[src/rtl/uart_mmio_controller.sv]
// rtl/uart_mmio_controller.sv - memory-mapped UART controller with TX FIFO, TX sequencer, RX holding register and level irq
module uart_mmio_controller #(
   parameter int TX_FIFO_DEPTH = 4,
   parameter int PTR_W         = 2
) (
   input  logic        i_clk,
   input  logic        i_reset,
   input  logic        i_bus_we,
   input  logic        i_bus_re,
   input  logic [3:0]  i_bus_addr,
   input  logic [31:0] i_bus_wdata,
   output logic [31:0] o_bus_rdata,
   output logic [7:0]  o_tx_data,
   output logic        o_tx_start,
   input  logic        i_tx_busy,
   input  logic [7:0]  i_rx_data,
   input  logic        i_rx_valid,
   input  logic        i_rx_parity_err,
   output logic        o_irq
);

   // TX sequencer states
   localparam logic [1:0] S_IDLE      = 2'd0;
   localparam logic [1:0] S_LAUNCH    = 2'd1;
   localparam logic [1:0] S_WAIT_BUSY = 2'd2;
   localparam logic [1:0] S_WAIT_DONE = 2'd3;

   localparam logic [PTR_W:0]   DEPTH_C   = (PTR_W + 1)'(TX_FIFO_DEPTH);
   localparam logic [PTR_W:0]   CNT_ONE   = (PTR_W + 1)'(1);
   localparam logic [PTR_W-1:0] PTR_ONE   = PTR_W'(1);

   localparam logic [3:0] A_TXDATA = 4'h0;
   localparam logic [3:0] A_RXDATA = 4'h4;
   localparam logic [3:0] A_STATUS = 4'h8;
   localparam logic [3:0] A_CTRL   = 4'hC;

   // TX FIFO storage and bookkeeping
   logic [7:0]       r_fifo [TX_FIFO_DEPTH];
   logic [PTR_W-1:0] r_wr_ptr;
   logic [PTR_W-1:0] r_rd_ptr;
   logic [PTR_W:0]   r_count;

   // TX sequencer
   logic [1:0]       r_state;
   logic [1:0]       w_state_next;
   logic [7:0]       r_tx_data;

   // RX holding register and sticky flags
   logic [7:0]       r_rx_buf;
   logic             r_rx_full;
   logic             r_rx_pe;
   logic             r_rx_ovr;
   logic             r_tx_ovf;

   // CTRL fields
   logic             r_tx_en;
   logic             r_rx_irq_en;
   logic             r_txe_irq_en;

   logic             r_irq;

   // Decoded bus actions
   logic             w_tx_wr;
   logic             w_status_wr;
   logic             w_ctrl_wr;
   logic             w_rx_rd;
   logic             w_tx_empty;
   logic             w_tx_full;
   logic             w_pop;
   logic             w_push;
   logic             w_drop;
   logic             w_rx_load;
   logic             w_rx_ovr_set;
   logic [31:0]      w_status;
   logic             w_unused;

   assign w_tx_wr     = i_bus_we & (i_bus_addr == A_TXDATA);
   assign w_status_wr = i_bus_we & (i_bus_addr == A_STATUS);
   assign w_ctrl_wr   = i_bus_we & (i_bus_addr == A_CTRL);
   assign w_rx_rd     = i_bus_re & (i_bus_addr == A_RXDATA);

   assign w_tx_empty  = (r_count == '0);
   assign w_tx_full   = (r_count == DEPTH_C);

   // A launch pops the head on the same edge the FSM leaves IDLE, so a full
   // FIFO can still accept a write in that cycle.
   assign w_pop       = (r_state == S_IDLE) & ~w_tx_empty & r_tx_en;
   assign w_push      = w_tx_wr & (~w_tx_full | w_pop);
   assign w_drop      = w_tx_wr & ~w_push;

   // A byte arriving while the old one is being read out replaces it cleanly.
   assign w_rx_load    = i_rx_valid & (~r_rx_full | w_rx_rd);
   assign w_rx_ovr_set = i_rx_valid & r_rx_full & ~w_rx_rd;

   assign w_unused    = ^i_bus_wdata[31:8];

   // FIFO data array; contents need no reset because count gates every read
   always_ff @(posedge i_clk) begin
      if (w_push) begin
         r_fifo[r_wr_ptr] <= i_bus_wdata[7:0];
      end
   end

   // FIFO pointers and occupancy
   always_ff @(posedge i_clk) begin
      if (i_reset) begin
         r_wr_ptr <= '0;
         r_rd_ptr <= '0;
         r_count  <= '0;
      end else begin
         if (w_push) begin
            r_wr_ptr <= r_wr_ptr + PTR_ONE;
         end
         if (w_pop) begin
            r_rd_ptr <= r_rd_ptr + PTR_ONE;
         end
         case ({w_push, w_pop})
            2'b10:   r_count <= r_count + CNT_ONE;
            2'b01:   r_count <= r_count - CNT_ONE;
            default: r_count <= r_count;
         endcase
      end
   end

   // TX sequencer next-state
   always_comb begin
      w_state_next = r_state;
      case (r_state)
         S_IDLE:      if (w_pop) w_state_next = S_LAUNCH;
         S_LAUNCH:    w_state_next = S_WAIT_BUSY;
         S_WAIT_BUSY: if (i_tx_busy) w_state_next = S_WAIT_DONE;
         S_WAIT_DONE: if (!i_tx_busy) w_state_next = S_IDLE;
         default:     w_state_next = S_IDLE;
      endcase
   end

   // TX sequencer state and launched byte; tx_data holds until the next launch
   always_ff @(posedge i_clk) begin
      if (i_reset) begin
         r_state   <= S_IDLE;
         r_tx_data <= 8'h00;
      end else begin
         r_state <= w_state_next;
         if (w_pop) begin
            r_tx_data <= r_fifo[r_rd_ptr];
         end
      end
   end

   assign o_tx_start = (r_state == S_LAUNCH);
   assign o_tx_data  = r_tx_data;

   // RX holding register; rx_buf keeps its value after being read
   always_ff @(posedge i_clk) begin
      if (i_reset) begin
         r_rx_buf  <= 8'h00;
         r_rx_full <= 1'b0;
         r_rx_pe   <= 1'b0;
      end else if (w_rx_load) begin
         r_rx_buf  <= i_rx_data;
         r_rx_full <= 1'b1;
         r_rx_pe   <= i_rx_parity_err;
      end else if (w_rx_rd) begin
         r_rx_full <= 1'b0;
      end
   end

   // Sticky error flags; a new event in the clearing cycle keeps the flag set
   always_ff @(posedge i_clk) begin
      if (i_reset) begin
         r_rx_ovr <= 1'b0;
         r_tx_ovf <= 1'b0;
      end else begin
         if (w_rx_ovr_set) begin
            r_rx_ovr <= 1'b1;
         end else if (w_status_wr && i_bus_wdata[2]) begin
            r_rx_ovr <= 1'b0;
         end
         if (w_drop) begin
            r_tx_ovf <= 1'b1;
         end else if (w_status_wr && i_bus_wdata[6]) begin
            r_tx_ovf <= 1'b0;
         end
      end
   end

   // CTRL register
   always_ff @(posedge i_clk) begin
      if (i_reset) begin
         r_tx_en      <= 1'b1;
         r_rx_irq_en  <= 1'b0;
         r_txe_irq_en <= 1'b0;
      end else if (w_ctrl_wr) begin
         r_tx_en      <= i_bus_wdata[0];
         r_rx_irq_en  <= i_bus_wdata[1];
         r_txe_irq_en <= i_bus_wdata[2];
      end
   end

   // Level interrupt, registered from the current state
   always_ff @(posedge i_clk) begin
      if (i_reset) begin
         r_irq <= 1'b0;
      end else begin
         r_irq <= (r_rx_full & r_rx_irq_en) |
                  (w_tx_empty & (r_state == S_IDLE) & r_txe_irq_en);
      end
   end

   assign o_irq = r_irq;

   // STATUS word assembly
   always_comb begin
      w_status                 = '0;
      w_status[0]              = r_rx_full;
      w_status[1]              = r_rx_pe;
      w_status[2]              = r_rx_ovr;
      w_status[3]              = w_tx_full;
      w_status[4]              = w_tx_empty;
      w_status[5]              = (r_state != S_IDLE);
      w_status[6]              = r_tx_ovf;
      w_status[8 +: PTR_W + 1] = r_count;
   end

   // Combinational read mux
   always_comb begin
      o_bus_rdata = '0;
      case (i_bus_addr)
         A_RXDATA: o_bus_rdata = {24'b0, r_rx_buf};
         A_STATUS: o_bus_rdata = w_status;
         A_CTRL:   o_bus_rdata = {29'b0, r_txe_irq_en, r_rx_irq_en, r_tx_en};
         default:  o_bus_rdata = '0;
      endcase
   end

endmodule

[config.mk]
export PLATFORM = sky130hd
export DESIGN_NAME = uart_mmio_controller
export DESIGN_NICKNAME = d
export VERILOG_FILES = /design/src/rtl/uart_mmio_controller.sv
export SDC_FILE = /design/constraint.sdc
export NUM_CORES = 1
export LEC_CHECK = 0
export CORE_MARGIN = 10
export CORE_UTILIZATION = 60
export CTS_BUF_LIST = sky130_fd_sc_hd__clkbuf_16
export DETAILED_ROUTE_END_ITERATION = 16
export DONT_BUFFER_PORTS = 1
export PLACE_DENSITY = 0.82
export SETUP_SLACK_MARGIN = 0.05
export SLEW_MARGIN = 20
export SYNTH_ARGS = -nofsm -noshare
export SYNTH_HDL_FRONTEND = slang
export SYNTH_SLANG_ARGS = --single-unit
[constraint.sdc]
create_clock -name i_clk -period 5.89 [get_ports i_clk]
set_input_delay 0.8835 -clock i_clk [delete_from_list [all_inputs] [get_ports i_clk]]
set_output_delay 0.8835 -clock i_clk [all_outputs]
set_load 0.01 [all_outputs]
==> run metrics, run 1 <==
status finished, final reports clean; commonest non-fill, non-tap cells in the layout dfxtp_1, edfxtp_1, nor2_1, conb_1, nand2_1; I/O Pins 93; initial core utilization 0.630; yosys warns 0; P_int 0.942 mW; adder-cell share of the synthesized area 0.0440; drt wl/cell 17.9 um; total of max-cap violations 0; Routed Antenna Nets 0; Worst Setup Start Kind input port; Die ar. 8260 sq um; Cell Pwr Density 403 nW/um^2; DRT Wirelength 6010 um; largest net degree at the start of global routing 37; number of global-route vias before repair 1868; Longest Clk Path Bufs 2; CP Max Fanout 12; synthesized flop and latch total 65; r2r startpoint r_state[0]; hold path depth 2; synthesis-to-finish area growth 7.56%; Reg clk slew, reported paths 50 ps; Worst EP arrival 1990 ps; post-CTS resize count 0; clock root buffer master clkbuf_16; r2r setup slk 3380 ps; Worst EP required 5010 ps; CTS tree yes; Placer Congestion 0.794; largest family of logic cells by synthesized area simple AND/OR/NAND/NOR gates; switching part of the total power 0.279; HPWL after detailed placement 4300 um; post-synthesis instance area 3010 sq um; Hold Crit Class flip-flop to flip-flop; overall global routing resource usage 0.147; clock latency on the worst-skew pair 330 ps; Least-Margin Pin Slew 815 ps; initial antenna violation count 0; Hold Startpoint r_tx_ovf; Post-synth ARST share 0; Core ar. 4790 sq um; total clock buffers created by CTS 9; DRT Pass-1 Iters 5; endpoints failing hold 0; worst reg2reg path depth 9; Post-synth EDFFs 32; Overflow after GRT 0; sequential share of power 0.436; Synth Area in XOR/XNOR 0.00872; fill cell count 350; commonest non-fill, non-tap cell in the layout dfxtp_1; Seq/Total Area, Yosys 0.538; PnR Total Power 1.31 mW; NumNets Final 324; worst hold slack 461 ps; Vias 1888; Comb power frac 0.177; DRC violations left 0; port bufs 0; setup TNS 0 ps; Tmin final 2870 ps; leakage power 1.16 nW; layout cells sized above 1 0.146; ys flop type dfxtp_1; unrepaired setup endpoints after global routing false; clk sinks 65; H-tree depth 3; reg-to-reg endpoint r_count[2]; synthesized area per cell 11.4 sq um; post-CTS setup repair buffer count 0; crit end category output port; Peak supply drop 0.000251 V; worst rel slew slack 0.456; hold_buf cts 0; Die Y 90.9 um; Pins Over Slew Limit 0; Clock Skew 5.06 ps; post-synthesis compound-gate area fraction 0.106; Setup-failing EPs final 0; Synth Area in Simple Gates 0.119; mux contribution to synthesized area 0.0955; Cells after Synth 265; maximum clock rate 348 MHz; DR iter-0 viols 136; Std-Cell Rows 25; Antenna diodes 0; Tcrit/Tclk final 0.488; die width 90.9 um; first-pass GRT wire length 9720 um; Clk pwr share 0.387; Worst Hold End r_tx_ovf; Distinct cells, synth 42; Via-to-Cell Ratio 5.64; P_sw 0.364 mW; CP Class input port to output port
through the flow:
step | std cells | setup WS, ps | utilization | instance area [sq um]
floorplan | 285 | 3260 | - | 3090
global placement | 319 | 3090 | 0.617 | 2950
detailed placement | 319 | 3080 | 0.617 | 2950
CTS | 335 | 3080 | 0.677 | 3240
global route | 335 | 2950 | 0.677 | 3240
finish | 335 | 3020 | 0.677 | 3240
state kept, by name (all words and copies together) (netlist names):
signal,flops
o_irq,1
o_tx_data,8
r_count,3
r_fifo,32
r_rd_ptr,2
r_rx_buf,8
r_rx_full,1
r_rx_irq_en,1
r_rx_ovr,1
r_rx_pe,1
r_state,2
r_tx_en,1
r_tx_ovf,1
r_txe_irq_en,1
r_wr_ptr,2
power by group through the flow:
stage                     combinational, mW  clock [mW]  sequential, mW
after floorplan                       0.220           0           0.555
after global placement                0.223           0           0.578
after detailed placement              0.230           0           0.580
after CTS                             0.232       0.511           0.571
after global routing                  0.264       0.535           0.579
final                                 0.231       0.505           0.570
cells in the mapped netlist, types with 5 or more instances:
cell	instances	area, sq um
dfxtp_1	33	661
edfxtp_1	32	961
nor2_1	27	101
buf_4	21	158
nand2_1	20	75.1
a21oi_1	19	95.1
inv_1	10	37.5
a22oi_1	9	67.6
clkbuf_1	9	33.8
ha_1	9	113
nand3_1	9	45.0
o21ai_0	9	45.0
mux4_2	8	180
mux2_2	6	67.6
nor2b_1	5	31.3
metal layers:
metal	vias up	routed length, um	share of wire	GRT usage
met5	-	0	0	0
met1	900	2290	0.38	0.163
li1	896	-	-	-
met4	0	62	0.010	0.0548
met2	85	2930	0.49	0.228
met3	7	728	0.12	0.0873
logic make-up after synthesis:
family / Yosys count
fa+ha+maj: 10
mux: 18
simple gates: 76
other cells: 1
buf+inv: 44
xor+xnor: 3
flops: 65
compound gates: 48
worst max-delay path by stage:
| stage | start | to | slack (ps) | depth (start not counted) |
|---|---|---|---|---|
| 2_1_floorplan | i_bus_addr[3] | o_bus_rdata[3] | 3260 | 5 |
| 4_1_cts | i_bus_addr[3] | o_bus_rdata[0] | 3080 | 3 |
| 3_5_place_dp | i_bus_addr[3] | o_bus_rdata[0] | 3080 | 3 |
| 3_3_place_gp | i_bus_addr[3] | o_bus_rdata[0] | 3090 | 3 |
| 6_report | i_bus_addr[3] | o_bus_rdata[0] | 3020 | 3 |
| 5_1_grt | i_bus_addr[3] | o_bus_rdata[2] | 2950 | 3 |
worst max-delay path: stages:
cell,delay [ps]
nor2b_1,640
a22oi_1,200
nor2_1,270
final cells by class:
class                   instances  area, sq um  area share
clock buffers                   9          225      0.0695
multi-input cells             176         1200       0.371
flip-flops and latches         65         1620       0.500
inverters                      10         37.5      0.0116
clock inverters                 7         61.3      0.0189
well taps                      67         83.8      0.0259
repair buffers                  1         7.51     0.00232
Power figures use the tool's default switching activity.
==> run 2, diff against run 1 <==
ABC_AREA = 1   (was unset)
CORE_UTILIZATION = 56   (was 60)
PLACE_DENSITY = 0.8   (was 0.82)
clock period = 2.4 ns   (was 5.89 ns; I/O delays follow)
==> run 2 against run 1 <==
Effect of this change: hold slack lost 370 ps; first-iteration DRC count increased by 22%; non-clock buffer count is 8 higher; clock skew barely moved; power rose to 2.7 times the previous value; final cell count rose by 22%; clock power rose to 2.6 times the previous value; critical path type is now flip-flop to flip-flop; via count up 12%; die area grew 5.8%; wire length increased by 1.6%; register-to-register slack got worse by 3100 ps; global-route usage is 0.45 points lower.
==> run metrics, run 2 <==
status finished, final reports clean; port bufs 0 (unchanged); DR iter-0 viols 166 (+22%); Placer Congestion 0.788 (-0.77%); Most common cell on crit path inv_1; Core ar. 5170 sq um (+8.1%); Routed Antenna Nets 0 (unchanged); setup TNS 0 ps (unchanged); Setup-failing EPs final 0 (unchanged); Worst EP arrival 2330 ps (+340 ps); Die ar. 8730 sq um (+5.8%); commonest non-fill, non-tap cell in the layout nor2_1; synthesized flop and latch total 65 (unchanged); DRC violations left 0 (unchanged); hold_buf cts 0 (unchanged); CP Class flip-flop to flip-flop; Cells after Synth 324 (+22%); commonest non-fill, non-tap cells in the layout nor2_1, inv_1, dfxtp_1, edfxtp_1, o21ai_0; HPWL after detailed placement 4480 um (+4.2%); yosys warns 0 (unchanged); die width 93.4 um (+2.8%); Worst Setup Start Kind flip-flop; initial core utilization 0.584 (-0.0456); total of max-cap violations 0 (unchanged); Distinct cells, synth 31 (-26%); drt wl/cell 14.9 um (-17%); synthesized area per cell 9.32 sq um (-18%); area of the multi-input gates 1130 sq um (-6.2%); fill cell count 398 (+14%); Seq/Total Area, Yosys 0.537 (-0.00134); DRT Pass-1 Iters 4 (-1); unrepaired setup endpoints after global routing false; top-count cell post-synth nor2_1; Reg with most FFs r_fifo; P_int 2.43 mW (+160%); switching part of the total power 0.307 (+0.0284); maximum clock rate 474 MHz; Post-synth ARST share 0 (unchanged); P_sw 1.08 mW (+200%); Placed Instances 393 (+23%); Clock Skew 5.47 ps (+0.410 ps); Layout Cells excl Fill 409 (+22%); post-route setup slack 289 ps (-2730 ps); Comb power frac 0.211 (+0.034); Longest Clk Path Bufs 2 (unchanged); final core utilization 0.648 (-0.0293); Die Y 93.4 um (+2.8%); Peak supply drop 0.000590 V (+140%); Crit path buffers/inverters 4 (+4); Antenna diodes 0 (unchanged); PnR Total Power 3.50 mW (+170%); clock root buffer master clkbuf_16; storage element area 1620 sq um (unchanged); NumNets Final 395 (+22%); Vias 2120 (+12%); top cells by count, synth nor2_1, dfxtp_1, edfxtp_1, inv_1, o21ai_0; Tcrit/Tclk final 0.879; H-tree depth 3 (unchanged); Max stage delay cell, worst path fa_1; ys flop type dfxtp_1; Via-to-Cell Ratio 5.18 (-8.0%); I/O Pins 93 (unchanged); CTS tree yes; CP Max Fanout 5 (-7); Tmin final 2110 ps; Cell Pwr Density 1050 nW/um^2 (+160%); max reg flops 32 (unchanged); top cell type's share of synthesized area 0.318 (-0.000793); post-synthesis instance area 3020 sq um (+0.25%); Hold Crit Class input port to flip-flop; Place WS 323 ps (-2750 ps); crit end category flip-flop; worst path cell trace inv_1, ha_1, nand2_1, inv_1, nand2_2, inv_2, nand2_1, fa_1, inv_1, nand4_1, a21oi_1, nor2_1; total clock buffers created by CTS 9 (unchanged); area leader, netlist edfxtp_1; Least-Margin Pin Slew 634 ps (-181 ps); endpoints failing hold 0 (unchanged); clock latency on the worst-skew pair 330 ps (about the same); largest cells by area after synthesis edfxtp_1, dfxtp_1, nor2_1, buf_4, o21ai_0; Worst EP required 2620 ps (-2390 ps); layout cells sized above 1 0.130 (-0.0157); overall global routing resource usage 0.143 (-0.00454); Post-synth EDFFs 32 (unchanged); leakage power 1.33 nW (+15%); initial antenna violation count 0 (unchanged); CP delay by family, top adder cells; worst rel slew slack 0.577 (+0.121); first-pass GRT wire length 9650 um (-0.64%); Reg clk slew, reported paths 50 ps (about the same); Clk pwr share 0.380 (-0.007); synthesis-to-finish area growth 10.9%; Pins Over Slew Limit 0 (unchanged); post-CTS resize count 0 (unchanged); post-CTS setup repair buffer count 0 (unchanged); Std-Cell Rows 26 (+4.0%); DRT Wirelength 6110 um (+1.6%); number of global-route vias before repair 1994 (+6.7%); CP peak stage delay 400 ps (-240 ps); largest net degree at the start of global routing 22 (-41%); sequential share of power 0.409 (-0.027); Overflow after GRT 0 (unchanged); clk sinks 65 (unchanged)
==> run 2: changes by cell type after synthesis, sizes merged, moves of 5 or more <==
cell,before,now
inv,10,35
a22oi,9,0
nor2,27,68
mux2,6,0
clkbuf,10,3
o21ai,9,44
mux4,8,0
a31oi,2,8
nand2,20,25
nor2b,5,0
a21oi,20,13
==> run 2: per-layer routing <==
layer	vias to the layer above	track usage	share of wire
met1	984	0.149	0.38
met2	66	0.238	0.50
met3	13	0.0552	0.093
met4	0	0.0848	0.018
met5	-	0	0
li1	1057	-	-
==> run 2: path summary, 6_finish.rpt <==
check             slack (ps)         end  depth (start not counted)  startpoint
hold reg to reg          460    r_tx_ovf                          2    r_tx_ovf
setup reg to reg         290  r_count[2]                         12  r_state[0]
hold / removal            90       o_irq                          1     i_reset
setup / recovery         290  r_count[2]                         12  r_state[0]
==> run 2: logic make-up (layout without fill, tap and decap cells) <==
group                    Yosys count  count (layout)  share of synthesized area
AND/OR/NAND/NOR                  111             111                      0.166
AO/OA/AOI/OAI                     70              70                      0.138
buffers and inverters             67              62                      0.114
flip-flops                        65              65                      0.537
adder cells (fa/ha/maj)           10              10                     0.0439
other                              1              21                    0.00124
==> run 2: area by class of cell <==
| type | instances | share of cell area |
|---|---|---|
| timing repair buffer | 9 | 0.0202 |
| clock buffer | 9 | 0.0672 |
| sequential | 65 | 0.484 |
| tap | 70 | 0.0261 |
| clock inverter | 7 | 0.0243 |
| multi-input combinational | 212 | 0.337 |
| inverter | 37 | 0.0414 |
==> run 2: power groups by stage <==
stage | sequential (mW) | clock, mW | combinational [mW]
floorplan | 1.39 | 0 | 0.657
global placement | 1.45 | 0 | 0.699
detailed placement | 1.46 | 0 | 0.731
CTS | 1.44 | 1.34 | 0.741
global route | 1.45 | 1.40 | 0.860
finish | 1.43 | 1.33 | 0.738
==> run 2: worst reg2reg max path, stage by stage, from the launching register on <==
cell	delay, ps
dfxtp_1	320
inv_1	120
ha_1	250
nand2_1	100
inv_1	100
nand2_2	120
inv_2	70
nand2_1	70
fa_1	400
inv_1	80
nand4_1	120
a21oi_1	180
nor2_1	70
==> run 2: through the flow <==
step / hold WS [ps] / cell area, sq um
floorplan: 429 / 3100
global placement: 431 / 3040
detailed placement: 433 / 3040
CTS: 89.1 / 3350
global route: 86.7 / 3350
finish: 92.1 / 3350
